$ cat src/rtl/xl_tick_gen.sv
// -----------------------------------------------------------------------------
// xl_tick_gen
//
// Programmable periodic / one-shot tick generator. The static `period` and
// `oneshot` settings are turned into a registered single-cycle `tick` stream.
//
// A down-counter is loaded with period-1 when a run starts and reloaded at
// every terminal count. `tick` is high for the cycle that follows a terminal
// count. `period` and `oneshot` are sampled only at load and reload, so a
// change in the middle of a period takes effect at the next reload.
//
// Optional feature (macro XL_TICK_GEN_COUNT_EN):
//   defined   : tick_count counts emitted ticks and wraps modulo 2^COUNT_WIDTH.
//               Only rst clears it; disable and re-arm leave it unchanged.
//   undefined : no counter is built and tick_count is tied to zero. The port
//               is still present.
//
// Ports
//   clk        in   rising-edge clock
//   rst        in   synchronous active-high reset, wins over everything
//   enable     in   level-sensitive run request
//   oneshot    in   1 = one tick then stop, 0 = periodic
//   period     in   tick spacing in cycles, 0 = no ticks
//   tick       out  registered one-cycle pulse
//   busy       out  high while the FSM is in RUN
//   tick_count out  running tick count (zero when the counter is not built)
// -----------------------------------------------------------------------------
`default_nettype none

module xl_tick_gen #(
  parameter int unsigned PERIOD_WIDTH = 16,
  parameter int unsigned COUNT_WIDTH  = 32
) (
  input  logic                    clk,
  input  logic                    rst,
  input  logic                    enable,
  input  logic                    oneshot,
  input  logic [PERIOD_WIDTH-1:0] period,
  output logic                    tick,
  output logic                    busy,
  output logic [COUNT_WIDTH-1:0]  tick_count
);

  typedef enum logic [1:0] {
    ST_IDLE = 2'd0,
    ST_RUN  = 2'd1,
    ST_DONE = 2'd2
  } state_t;

  localparam logic [PERIOD_WIDTH-1:0] PERIOD_ZERO = {PERIOD_WIDTH{1'b0}};
  localparam logic [PERIOD_WIDTH-1:0] PERIOD_ONE  = PERIOD_WIDTH'(1'b1);

  state_t                  state_r;
  logic [PERIOD_WIDTH-1:0] cnt_r;
  logic                    oneshot_r;
  logic                    tick_r;
  logic                    busy_r;

  // A terminal count only fires while still enabled, so a disable on the
  // same edge suppresses the tick.
  logic fire_s;
  assign fire_s = (state_r == ST_RUN) && enable && (cnt_r == PERIOD_ZERO);

  // Control FSM: run state, down-counter, latched mode, tick and busy.
  always_ff @(posedge clk) begin
    if (rst) begin
      state_r   <= ST_IDLE;
      cnt_r     <= PERIOD_ZERO;
      oneshot_r <= 1'b0;
      tick_r    <= 1'b0;
      busy_r    <= 1'b0;
    end else begin
      // A tick is produced only by the terminal-count branch below.
      tick_r <= 1'b0;
      case (state_r)
        ST_IDLE: begin
          if (enable && (period != PERIOD_ZERO)) begin
            state_r   <= ST_RUN;
            cnt_r     <= period - PERIOD_ONE;
            oneshot_r <= oneshot;
            busy_r    <= 1'b1;
          end else begin
            state_r <= ST_IDLE;
            cnt_r   <= PERIOD_ZERO;
            busy_r  <= 1'b0;
          end
        end

        ST_RUN: begin
          if (!enable) begin
            state_r <= ST_IDLE;
            cnt_r   <= PERIOD_ZERO;
            busy_r  <= 1'b0;
          end else if (cnt_r != PERIOD_ZERO) begin
            cnt_r <= cnt_r - PERIOD_ONE;
          end else begin
            tick_r <= 1'b1;
            if (oneshot_r) begin
              // busy falls on the same edge that raises the single tick.
              state_r <= ST_DONE;
              cnt_r   <= PERIOD_ZERO;
              busy_r  <= 1'b0;
            end else if (period == PERIOD_ZERO) begin
              // period-1 is never formed for a zero period.
              state_r <= ST_IDLE;
              cnt_r   <= PERIOD_ZERO;
              busy_r  <= 1'b0;
            end else begin
              cnt_r     <= period - PERIOD_ONE;
              oneshot_r <= oneshot;
            end
          end
        end

        ST_DONE: begin
          // Re-arming needs enable low for at least one cycle.
          if (!enable) begin
            state_r <= ST_IDLE;
          end else begin
            state_r <= ST_DONE;
          end
          cnt_r  <= PERIOD_ZERO;
          busy_r <= 1'b0;
        end

        default: begin
          state_r   <= ST_IDLE;
          cnt_r     <= PERIOD_ZERO;
          oneshot_r <= 1'b0;
          busy_r    <= 1'b0;
        end
      endcase
    end
  end

  assign tick = tick_r;
  assign busy = busy_r;

`ifdef XL_TICK_GEN_COUNT_EN
  logic [COUNT_WIDTH-1:0] tick_count_r;

  // Tick counter: counts on every edge that sets tick and wraps naturally.
  always_ff @(posedge clk) begin
    if (rst) begin
      tick_count_r <= {COUNT_WIDTH{1'b0}};
    end else if (fire_s) begin
      tick_count_r <= tick_count_r + COUNT_WIDTH'(1'b1);
    end else begin
      tick_count_r <= tick_count_r;
    end
  end

  assign tick_count = tick_count_r;
`else
  assign tick_count = {COUNT_WIDTH{1'b0}};
`endif

endmodule

`default_nettype wire

$ cat config.mk
export PLATFORM = sky130hd
export DESIGN_NAME = xl_tick_gen
export DESIGN_NICKNAME = d
export VERILOG_FILES = /design/src/rtl/xl_tick_gen.sv
export SDC_FILE = /design/constraint.sdc
export NUM_CORES = 1
export LEC_CHECK = 0
export ABC_AREA = 1
export CORE_ASPECT_RATIO = 0.9
export CORE_MARGIN = 2
export CORE_UTILIZATION = 45
export DETAILED_ROUTE_END_ITERATION = 8
export PLACE_DENSITY = 0.88
export SYNTH_ARGS = -nofsm -noshare
export SYNTH_HDL_FRONTEND = slang
export SYNTH_SLANG_ARGS = --single-unit
$ cat constraint.sdc
create_clock -name clk -period 1.4 [get_ports clk]
set_input_delay 0.28 -clock clk [delete_from_list [all_inputs] [get_ports clk]]
set_output_delay 0.28 -clock clk [all_outputs]
set_load 0.02 [all_outputs]
### Word level (Yosys, flattened, before mapping)

Cells that the tools add are included.
W data, S select, Z words.

* register bits: 21
* bits in latches: 0
* bits in writable memories: 0
* bits in read-only memories: 0
* bits of input ports: 20
* output and inout bits: 34
* word-level logic and storage cells: 51
* memories: 0

* add/subtract/negate cells: 2
* multipliers: 0
* div/mod/pow operators: 0
* order comparisons: 0
* equality and inequality tests: 7
* shift operators: 0
* mux-type cells: 26
* bitwise operators: 3
* reductions and logical operators: 8

Operators by type and width (count)
* $mux W16: 5
* $pmux W16 S2: 1
* $reduce_bool A16 Y1: 2
* $sub A16 B1 Y16 const B: 2
* $logic_not A16 Y1: 1
* $mux W1: 12
* $mux W2: 5
* $ne A2 B2 Y1 const B: 3
* $pmux W2 S3: 1
* $ne A4 B3 Y1 const B: 1
* $reduce_and A4 Y1: 1
* $ne A3 B3 Y1 const B: 1
* $not A1 Y1: 3
* $pmux W1 S3: 1
* $reduce_or A3 Y1: 1
* $eq A2 B1 Y1 const B: 1
* $eq A2 B2 Y1 const B: 1
* $logic_not A2 Y1: 1
* $pmux W1 S2: 1
* $reduce_and A2 Y1: 1
* $logic_and A1 B1 Y1: 1

### Longest topological paths before layout

* word-level depth: 6
* gate-level depth with buffers: 11
* gate-level depth less buffers: 11

### Worst setup path after synthesis

Ideal clock, no wire load.

* kind: input-to-reg
* start: input period[0]
* end: register state_r[0]
* setup time: 112 ps
* data arrival time: 1349 ps
* data required time: 1288 ps
* setup slack: -61 ps
* stages: 10
* buffers on the path: 1
* cells stage by stage: inv_1 ha_1 nand2_4 nor2_8 nand2_4 nand3_2 nand2_4 buf_8 o21ai_2 inv_1

* longest elaborated chain between the ends: 4
* elaborated cells on any way between the ends: 7
* those cells by class: eq/ne (1); mux (2); reduce/logical (4)

Ends and longest elaborated chain
* from (decl): RTL line 38 `input logic [PERIOD_WIDTH-1:0] period,`
* $reduce_bool A16 Y1: RTL line 77 `if (enable && (period != PERIOD_ZERO)) begin`
* $logic_and A1 B1 Y1: RTL line 77
* $mux W1: RTL line 77
* $pmux W2 S3: RTL line 75 `case (state_r)`
* to (signal assigned): RTL line 78 `state_r <= ST_RUN;`
* to (signal assigned): RTL line 83 `state_r <= ST_IDLE;`
* to (signal assigned): RTL line 91 `state_r <= ST_IDLE;`
* to (decl): RTL line 53 `state_t state_r;`

Several ways; a longest one is shown, not always the timed one.
A chain may end at the register's enable or synchronous reset.

### Worst setup path in the final report

* start: register cnt_r[6]
* end: register cnt_r[1]

* longest elaborated chain between the ends: 4

Ends and longest elaborated chain
* from (decl): RTL line 54 `logic [PERIOD_WIDTH-1:0] cnt_r;`
* from (signal assigned): RTL line 79 `cnt_r <= period - PERIOD_ONE;`
* from (signal assigned): RTL line 95 `cnt_r <= cnt_r - PERIOD_ONE;`
* from (signal assigned): RTL line 109 `cnt_r <= period - PERIOD_ONE;`
* $reduce_bool A16 Y1: RTL line 94 `end else if (cnt_r != PERIOD_ZERO) begin`
* $mux W16: RTL line 94
* $mux W16: RTL line 90 `if (!enable) begin`
* $pmux W16 S2: RTL line 75

Every way passes these cells.

==> impl_summary.md <==
Floorplanning
The standard-cell row count is 24. The starting density of the core is 46.0%. The core outline area is approximately 4800 um2. The width of the die is 77.7 um.

The total I/O pin count is 54. The die covers 5460 um2. Measured along the y axis, the die boundary spans 70.3 um.

Global routing
The maximum number of pins on one net before global-route repair is 17. The aggregate global-route resource usage is 26.6%. The first-pass GRT wire length is 11,400 um. The total congestion overflow is 0.

The number of global-route vias before repair was 2,525. The number of antenna violations at the first check in global routing is 0.

STA
The largest clock skew in the final design is 0.00277 ns. The final worst-path cycle share is 117%. The minimum setup slack in the final design is -0.240 ns. The number of hold violations in the final report came to 0. The time the worst path needs with I/O delays and setup is 1.64 ns. Setup repair after global routing could not meet its margin everywhere.

Hold is met by 0.448 ns. The achievable clock frequency is 610 MHz. The count of pins over their slew limit is 0.

The setup-violating endpoint count in the final report is 21. The summed negative setup slack over all endpoints is -3.02 ns.

Min path
In this run the most critical hold path is launched from period[0]. The min-delay analysis places its worst path in the category in2reg. Counting instances, the worst hold path has a depth of 4.

Synth
Synthesis produced a netlist whose cell count is 362. The combinational family with the most area after synthesis is simple AND/OR/NAND/NOR gates. The multiplexer share of the synthesized area is 0%. Summing the areas of all and, or, nand and nor instances in the mapped netlist gives a little under half of the synthesized area. For this run, the register share of the synthesized area comes to about a fifth.

The count of state elements after synthesis is 21. Counting flops with a built-in enable in the synthesized netlist gives 0. Of the total synthesized cell area, the portion taken by XOR and XNOR cells is 2.79%. Of all flip-flops after synthesis, the portion carrying an async set or reset was 0%.

Synthesis instantiated 35 different standard cells from the library. The post-synthesis area per instance is 6.07 um2. The most used flip-flop cell after synthesis is sky130_fd_sc_hd__dfxtp_1.

The synthesized-area fraction occupied by ao, oa, aoi and oai cells is 8.71%. The cell area that synthesis handed to floorplanning was 2200 um2. After Yosys synthesis, full adders, half adders and majority gates account for 1.71% of the synthesized area.

For this run, the number of Yosys warnings is 0.

Routing
For this run, design rule violations remaining after detail routing come to 0. The via total after detailed routing is 2,796. The first routing iteration left 346 violations. In the final routed layout, each cell accounts on average for about 15 um. The count of antenna-violating nets left after detailed routing is 0.

The detail-routed via count per cell is 5.41. Summed over all layers, the routed wires come to between 7000 and 8000 um. The first-pass detailed-route iteration total is 7.

Clocking
The clock transition at the register clock pins on the worst setup and hold paths after CTS is 0.09 ns. TritonCTS built the clock tree. No sink is reached through more buffers than the 2 on the longest clock path. The count of H-tree levels built during CTS is 1. The sink count of the clock tree is 21. The cell sitting at the root of the clock tree is a sky130_fd_sc_hd__clkbuf_8. Buffers inserted during clock tree synthesis total 3.

At the later pin of the worst-skew pair, clock insertion delay measures approximately 0.29 ns.

Critical path
STA puts the critical path data required time at 1.62 ns. The number of buffer and inverter stages on the critical path is 1. The reg-to-reg critical path startpoint is cnt_r[6]. The endpoint type of the worst setup path is a flip-flop. The worst setup path is launched from a flip-flop.

The maximum single-stage delay on the critical path is 0.37 ns. In this run the number of cells on the critical path is 8. The launch point of the worst path is cnt_r[6]. The family of cells with the greatest summed delay on the critical path is simple AND/OR/NAND/NOR gates. The cell at the slowest stage of the critical path is sky130_fd_sc_hd__dfxtp_1. The critical path goes through nor2_2 -> nand2_1 -> nor2_2 -> nand2_2 -> buf_6 -> nand2_1 -> nand3_2 -> a21oi_2. The critical path data arrival time is around 1.9 ns.

The startpoint-to-endpoint class of the critical path is reg2reg. The largest fanout on the critical path is 10. The reg2reg setup slack is -0.24 ns. The depth of the worst register-to-register path is 8.

Outcome
The run finished, with violations left. The checks that failed: setup timing.

Power
The worst-case IR drop observed on VDD is 0.448 mV. The power after layout is 3.14 mW. Power spread over the standard cell area amounts to 990 nW/um2. The static leakage is 1.59 nW.

Cells and area
The fraction of layout cells with a size suffix above 1 is 34.1%. The number of antenna diodes in the final layout is 0. The cell area after layout is 3170 um2. The most frequent standard cell in the layout excluding fill and tap cells is sky130_fd_sc_hd__nand2_1. The library cells used most frequently in the layout, excluding fill and tap cells, are sky130_fd_sc_hd__nand2_1 (102), sky130_fd_sc_hd__buf_4 (65), sky130_fd_sc_hd__nor2_1 (33). From synthesis to final layout, the design area changed by 44.4%. The count of cells in the finished layout, fillers not included, comes to 517. Cells fill 66.5% of the core in the end.

In the final design database the tool counted roughly 480 nets.

Placed design
Port buffering added 21 buffers. The placed cell area is 2760 um2. The HPWL after detailed placement is 4580 um. The congestion estimate from routability-driven global placement came to 0.932. The cell count after placement is 499.

The worst-case setup slack after placement is -0.542 ns.

Flow run
The tool flagged a number of max-cap violations equal to 0.
## kinds of logic (layout without fill, tap and decap cells)
| logic type | count (synthesis) | in the layout |
|---|---|---|
| simple gates | 221 | 224 |
| buf+inv | 74 | 130 |
| compound gates | 35 | 35 |
| flops | 21 | 21 |
| xor+xnor | 7 | 7 |
| fa+ha+maj | 3 | 3 |
| other cells | 1 | 32 |
## cell type report
class	count	area, um2
fillers	368	1600
repair buffers	91	733
well taps	65	81.3
clock inverters	1	5.00
clock buffers	3	41.3
flip-flops and latches	21	425
inverters	35	146
multi-input cells	301	1740
## per-layer routing
layer  track usage (%)  wire length (um)  up-vias
met5                 0                 0        -
met4              17.7               541        0
met3              5.17               694       68
met2              45.8              3730      195
met1              29.5              2820     1266
li1                  -                 -     1267
## where the power goes
group          internal, mW  switching [mW]  total, mW
Combinational         0.783            1.16       1.94
Sequential            0.664          0.0764      0.740
Clock                 0.201           0.258      0.459
Total                  1.65            1.50       3.14
## flip-flops by register name, summed over array words and instances (netlist names)
signal,cells
cnt_r,16
state_r,2
busy,1
oneshot_r,1
tick,1
## Yosys cell counts (2+ instances only)
library cell               count  area, um2
sky130_fd_sc_hd__nand3b_1      3       22.5
sky130_fd_sc_hd__nand3_2       4       40.0
sky130_fd_sc_hd__inv_2         3       11.3
sky130_fd_sc_hd__buf_6         3       33.8
sky130_fd_sc_hd__nor2_4        4       45.0
sky130_fd_sc_hd__o21ai_0      12       60.1
sky130_fd_sc_hd__o21bai_1      2       15.0
sky130_fd_sc_hd__nand2_2       3       18.8
sky130_fd_sc_hd__xnor2_1       3       26.3
sky130_fd_sc_hd__inv_1        32        120
sky130_fd_sc_hd__or2_2         3       18.8
sky130_fd_sc_hd__ha_1          3       37.5
sky130_fd_sc_hd__nand2_1     108        405
sky130_fd_sc_hd__nand2_4       3       33.8
sky130_fd_sc_hd__a21oi_1      17       85.1
sky130_fd_sc_hd__nor2_2        9       56.3
sky130_fd_sc_hd__dfxtp_1      21        420
sky130_fd_sc_hd__nor2_1       40        150
sky130_fd_sc_hd__buf_4        32        240
sky130_fd_sc_hd__a21oi_2       2       17.5
sky130_fd_sc_hd__nand3_1      34        170
sky130_fd_sc_hd__xor2_1        4       35.0
sky130_fd_sc_hd__nand4_1       5       31.3
## worst reg2reg max path: stages, from the launching register on
cell and delay, ns:
sky130_fd_sc_hd__dfxtp_1 0.37, sky130_fd_sc_hd__nor2_2 0.24, sky130_fd_sc_hd__nand2_1 0.14, sky130_fd_sc_hd__nor2_2 0.13
sky130_fd_sc_hd__nand2_2 0.10, sky130_fd_sc_hd__buf_6 0.17, sky130_fd_sc_hd__nand2_1 0.16, sky130_fd_sc_hd__nand3_2 0.11
sky130_fd_sc_hd__a21oi_2 0.15
## worst paths after layout
kind	endpoint
worst min register to register	busy
worst max-delay path	cnt_r[1]
worst max register to register	cnt_r[1]
worst min-delay path	cnt_r[0]
## what timing repair did
| item | in CTS | in global routing |
|---|---|---|
| endpoints found under the setup margin | 23 | 21 |
| cloned | 3 | 1 |
| setup buffers | 10 | 0 |
| resized for setup | 58 | 35 |
| hold buffers | 0 | 0 |
| pin swaps | 20 | 17 |
Power figures use the tool's default switching activity.
